$ cat src/rtl/seq_shift_right.sv
// Multi-cycle right shifter: one bit position per clock, logical or arithmetic fill.
// The result stays on out from completion until the next accepted start.
module seq_shift_right #(
   parameter int unsigned WIDTH = 32,
   parameter int unsigned SHW   = 5
) (
   input  logic             clk,
   input  logic             reset,
   input  logic             start,
   input  logic [WIDTH-1:0] in,
   input  logic [SHW-1:0]   shamt,
   input  logic             arith,
   output logic [WIDTH-1:0] out,
   output logic             busy,
   output logic             done
);

   typedef enum logic [1:0] {
      IDLE  = 2'd0,
      SHIFT = 2'd1,
      DONE  = 2'd2
   } state_t;

   state_t           state, state_nx;
   logic [SHW-1:0]   count, count_nx;
   logic             mode, mode_nx;
   logic [WIDTH-1:0] out_nx;
   logic             fill;

   always_comb begin
      state_nx = state;
      count_nx = count;
      mode_nx  = mode;
      out_nx   = out;
      // The MSB never changes during an arithmetic shift, so it is the original sign.
      fill     = mode & out[WIDTH-1];
      case (state)
         IDLE: begin
            if (start) begin
               out_nx   = in;
               count_nx = shamt;
               mode_nx  = arith;
               state_nx = SHIFT;
            end
         end
         SHIFT: begin
            if (count == '0) begin
               state_nx = DONE;
            end else begin
               out_nx   = {fill, out[WIDTH-1:1]};
               count_nx = count - SHW'(1);
            end
         end
         DONE:    state_nx = IDLE;
         default: state_nx = IDLE;
      endcase
   end

   always_ff @(posedge clk or posedge reset) begin
      if (reset) begin
         state <= IDLE;
         count <= '0;
         mode  <= 1'b0;
         out   <= '0;
      end else begin
         state <= state_nx;
         count <= count_nx;
         mode  <= mode_nx;
         out   <= out_nx;
      end
   end

   assign busy = (state != IDLE);
   assign done = (state == DONE);

   a_done_busy : assert property (@(posedge clk) disable iff (reset) done |-> busy);
   a_legal     : assert property (@(posedge clk) disable iff (reset)
                                  state inside {IDLE, SHIFT, DONE});
   a_no_under  : assert property (@(posedge clk) disable iff (reset)
                                  (state == SHIFT && count == '0) |=> state == DONE);

endmodule

$ cat config.mk
export PLATFORM = sky130hd
export DESIGN_NAME = seq_shift_right
export DESIGN_NICKNAME = d
export VERILOG_FILES = /design/src/rtl/seq_shift_right.sv
export SDC_FILE = /design/constraint.sdc
export NUM_CORES = 1
export LEC_CHECK = 0
export CAP_MARGIN = 10
export CORE_ASPECT_RATIO = 0.6
export CORE_MARGIN = 1.5
export CORE_UTILIZATION = 43
export CTS_CLUSTER_SIZE = 12
export DETAILED_ROUTE_END_ITERATION = 6
export GPL_ROUTABILITY_DRIVEN = 0
export GPL_TIMING_DRIVEN = 0
export PLACE_DENSITY = 0.84
export SETUP_SLACK_MARGIN = 0.5
export SLEW_MARGIN = 0
export SYNTH_ARGS = -nofsm -noshare
export SYNTH_HDL_FRONTEND = slang
export SYNTH_SLANG_ARGS = --single-unit
$ cat constraint.sdc
create_clock -name clk -period 2.1 [get_ports clk]
set_clock_uncertainty 0.1 [all_clocks]
set_input_delay 0.315 -clock clk [delete_from_list [all_inputs] [get_ports clk]]
set_output_delay 0.315 -clock clk [all_outputs]
set_load 0.01 [all_outputs]
==> flow_summary.toml, run 1 <==
[grt]
top_usage_layer = "met2"
grt_overflow_total = 0
grt.met2_usage_pct = 30.3
grt_pass1_vias = 1595
use_met3_pct = 4.91
gr-usage-met1_pct = 28.5
grt_use_total_pct = 20.0
grt_antenna_before_repair = 0
grt_pass1_wl_um = 8200
grt_max_degree = 41

[worst_setup_path]
cp_data_required_time_ns = 2.18
worstPathCellList = "nor2b_1, buf_6, buf_4, mux2_2, mux2_4"
r2r_setup_slack_ns = 0.29
crit-reg2reg-launch = "state[1]"
crit_fanout = 10
ff2ff_path_depth = 5
crit_buf_inv = 2
endpoint_kind = "register"
path_depth = 5
setup.worst_path.start_class = "register"
r2r_end = "out[30]"
cpPeakStageDelay_ns = 0.46
crit_family = "multiplexers"
critical_path_class = "reg2reg"
slowest_stage = "dfrtp_2"
arrival_ns = 1.89

[routing]
vias_per_cell = 5.07
vias = 1562
wl_um = 5350
dr.pass1.iters = 4
drt_iter0_drc = 38
ant_nets = 0
drc = 0
wl_per_cell_um = 17.4

[worst_hold_path]
hp-class = "in2async"

[power_and_ir_drop]
p_leak_nw = 1.56
power_density_mw_per_mm2 = 1710
peakVddDrop_mv = 0.910
power.total_mw = 5.61

[synth]
synth-seq-cells = 40
post_synth.cell_area_avg_um2 = 14.6
synth_edf_count = 0
syn_area_mm2 = 0.00220
yosysTopAreaCell = "dfrtp_1"
synth_cell_types = 30
synth.top_cell.area_share_pct = 45.6
yosys_warnings = 0
synth_area_leaders = "dfrtp_1, mux2_4, mux2_2"
async_flop_share_pct = 100
ys.flop_type = "dfrtp_1"
synth_nets = 192
netlist_instances = 150
ys_seq_area_share_pct = 45.6

[sta]
setup_violations = 0
finalMaxSlewViolations = 0
holdWs_ns = 0.416
period_needed_ns = 1.81
relSlewSlack_pct = 43.8
tightest_slew_ns = 0.842
period_share_pct = 86.4
rsz0062_at_grt = "yes"
fmax_mhz = 551
hold_viol = 0
fin_ws_ns = 0.286

[clock_network]
cts_tree = "built"
clkLatencyLatePin_ns = 0.29
clock-root-buffer = "clkbuf_8"
cts.htree.levels = 2
cts_buffer_depth = 2
numCtsBuffers = 5
clkTransAtPathRegs_ns = 0.08
cts.sinks = 40

[final_layout]
drive_above_1_share_pct = 42.9
seqCellArea_mm2 = 0.00100
area_growth_pct = 49.5
multiInputGateArea_mm2 = 0.00111
nets = 286
insertedDiodeCount = 0
n_fill_cell = 337

[placed_design]
dp_worst_setup_slack_ns = -0.0613
io_buffers = 74
hpwl_um = 3500

[floorplanning]
initial_utilization_pct = 46.4
rows = 19
die_width_um = 95.3
die_area_mm2 = 0.00556
die_y_um = 58.4
core_mm2 = 0.00473
boundaryPins = 75

[run_status]
status = "finished, final reports clean"

[job]
drv_cap = 0
-- power by group --
part           leakage, nW  switching (mW)  internal [mW]  total, mW
sequential           0.473           0.338           1.18       1.52
clock               0.0645           0.267          0.419      0.686
combinational         1.02            1.27           2.13       3.40
-- stage by stage --
step	util [%]	setup TNS [ns]	std cells	instance area [um^2]
finish	69.4	0	308	3280
global route	69.4	0	308	3280
CTS	68.1	0	304	3220
detailed placement	63.8	-1.41	287	3020
global placement	63.8	-6.21	287	3020
floorplan	-	0	150	2200
-- synthesized netlist by cell type (2+ instances only) --
cell / count
a211oi_1: 3
a21oi_1: 2
and3_1: 3
buf_12: 3
buf_2: 2
buf_6: 2
dfrtp_1: 40
inv_1: 5
mux2_1: 6
mux2_2: 28
mux2_4: 28
mux2i_1: 2
nand2_1: 4
nor2b_1: 2
nor3_1: 2
nor3b_1: 2
o22ai_1: 2
or2_2: 2
-- registers in the layout, summed over array words and instances (netlist names) --
register / cells
out: 32
state: 2
mode: 1
count: 5
-- placed cells by master, fill, tap and decap left out, drive strengths merged, types with 3 or more instances in the layout --
cell type and n:
dlygate4sd2 31, nand2 4, clkdlybuf4s50 39, dfrtp 40
mux2 62, a211oi 3, clkbuf 8, buf 22
and3 3, inv 6
-- repair_timing --
action,4_1_cts,5_1_grt
cloned,1,0
pin swaps,1,0
setup endpoints to repair,69,40
setup buffers,8,4
gates resized for setup,45,11
hold buffers,0,0
-- kinds of logic after synthesis --
| family | Yosys count | synth area share, % |
|---|---|---|
| AO/OA/AOI/OAI | 12 | 4.44 |
| adder cells (fa/ha/maj) | 1 | 0.569 |
| buffers and inverters | 14 | 5.92 |
| flip-flops | 40 | 45.6 |
| multiplexers | 64 | 37.5 |
| AND/OR/NAND/NOR | 19 | 6.04 |
-- layer usage --
metal / vias to the layer above / share of wire (%)
li1: 729 / -
met1: 761 / 48
met2: 62 / 44
met3: 10 / 5.8
met4: 0 / 1.7
met5: - / 0
-- how the worst max path moves through the flow --
stage | from | end | slack (ns)
after floorplan | count[1] | out[0] | 0.34
after global placement | reset | out[1] | -0.12
after detailed placement | start | out[10] | -0.06
after CTS | state[0] | out[15] | 0.31
after global routing | count[0] | out[23] | 0.25
final | state[1] | out[30] | 0.29
-- layout make-up --
cell class / count / share of cell area (%)
Multi-Input combinational cell: 96 / 33.8
Sequential cell: 40 / 30.6
Timing Repair Buffer: 87 / 25.2
Buffer: 8 / 3.31
Clock buffer: 7 / 2.93
Tap cell: 63 / 2.40
Clock inverter: 1 / 0.914
Inverter: 6 / 0.914
(Power assumes the default switching activity.)
==> run 2, diff against run 1 <==
- SKIP_CTS_REPAIR_TIMING: unset -> 1
==> flow_summary.toml, run 2 (synthesized netlist as in run 1, its figures left out) <==
[run_status]
status = "finished, final reports clean"

[worst_setup_path]
crit_buf_inv = 2
critical_path_class = "reg2reg"
slowest_stage = "dfrtp_2"
crit_fanout = 10
crit-reg2reg-launch = "state[1]"
endpoint_kind = "register"
cp_data_required_time_ns = 2.18
arrival_ns = 1.91
cpPeakStageDelay_ns = 0.45
setup.worst_path.start_class = "register"
worstPathCellList = "or3b_4, o21a_4, inv_8, buf_12, mux2_4"
startpoint = "state[1]"
crit_family = "flip-flops"

[routing]
dr.pass1.iters = 4
drt_iter0_drc = 42
vias_per_cell = 5.01
wl_per_cell_um = 17.1
drc = 0
ant_nets = 0
vias = 1539
wl_um = 5250

[sta]
hold_viol = 0
relSlewSlack_pct = 46.1
finalMaxSlewViolations = 0
rsz0062_at_grt = "yes"
holdWs_ns = 0.387
tns_ns = 0
setup_violations = 0
tightest_slew_ns = 0.808
period_share_pct = 86.9
fmax_mhz = 548
period_needed_ns = 1.82

[clock_network]
clock-root-buffer = "clkbuf_8"
numCtsBuffers = 5
cts.sinks = 40
clkLatencyLatePin_ns = 0.29
clkTransAtPathRegs_ns = 0.08
cts.htree.levels = 2
cts_buffer_depth = 2
cts_tree = "built"

[final_layout]
mostFrequentLayoutCells = "clkdlybuf4s50_1, dfrtp_1, dlymetal6s2s_1, mux2_4, mux2_2"
n_fill_cell = 293
nets = 285
drive_above_1_share_pct = 41.8
multiInputGateArea_mm2 = 0.00110
final_common_cell = "clkdlybuf4s50_1"
largest_reg_flops = 32
seqCellArea_mm2 = 0.00100
top_regs = "out (32), count (5), state (2)"
top_register = "out"
insertedDiodeCount = 0
fin_cells = 307
area_growth_pct = 54.2
final_core_util_pct = 71.6

[floorplanning]
core_mm2 = 0.00473
initial_utilization_pct = 46.4
rows = 19
die_area_mm2 = 0.00556
boundaryPins = 75
die_width_um = 95.3
die_y_um = 58.4

[job]
drv_cap = 0

[power_and_ir_drop]
peakVddDrop_mv = 1.00
p_leak_nw = 1.82
power_density_mw_per_mm2 = 1690

[grt]
grt_use_total_pct = 18.0
grt_overflow_total = 0
grt_pass1_wl_um = 7440
grt_antenna_before_repair = 0
grt_max_degree = 41
grt_pass1_vias = 1486

[placed_design]
hpwl_um = 3500
io_buffers = 74
place_inst = 287

[worst_hold_path]
hp-class = "in2reg"
hold_path_startpoint = "start"
run 2: area by class of cell:
cell class,count,area share (%)
plain buffers,8,3.21
flip-flops and latches,40,29.6
multi-input cells,96,32.6
repair buffers,86,27.7
inverters,6,0.886
well taps,63,2.33
clock inverters,1,0.886
clock buffers,7,2.84
run 2: worst min-delay path: stages:
cell	delay (ns)
dlymetal6s2s_1	0.13
nor3b_1	0.17
nand2_1	0.08
nand2_1	0.05
run 2: metal layers:
metal / up-vias / part of all wire, % / global-route usage, %
met4: 0 / 0.91 / 5.12
met5: - / 0 / 0
li1: 724 / - / -
met3: 5 / 5.7 / 5.04
met1: 760 / 49 / 26.9
met2: 50 / 44 / 25.2
run 2: final timing paths:
path,endpoint,slack [ns],depth (start not counted)
max,out[10],0.28,5
max in group asynchronous,state[0],0.92,2
min in group asynchronous,out[16],0.41,2
min reg2reg,mode,0.41,2
max reg2reg,out[10],0.28,5
min,mode,0.39,4
run 2: stage by stage:
step | cell area [um^2] | setup slack, ns | total power, mW
2_1_floorplan | 2200 | 0.338 | 3.69
3_3_place_gp | 3020 | -0.118 | 4.68
3_5_place_dp | 3020 | -0.0613 | 4.75
4_1_cts | 3150 | 0.134 | 5.46
5_1_grt | 3390 | 0.220 | 6.03
6_report | 3390 | 0.275 | 5.72
run 2: power by group:
part / internal, mW / total [mW] / switching (mW)
Clock: 0.419 / 0.686 / 0.266
Sequential: 1.18 / 1.53 / 0.344
Combinational: 2.28 / 3.51 / 1.23
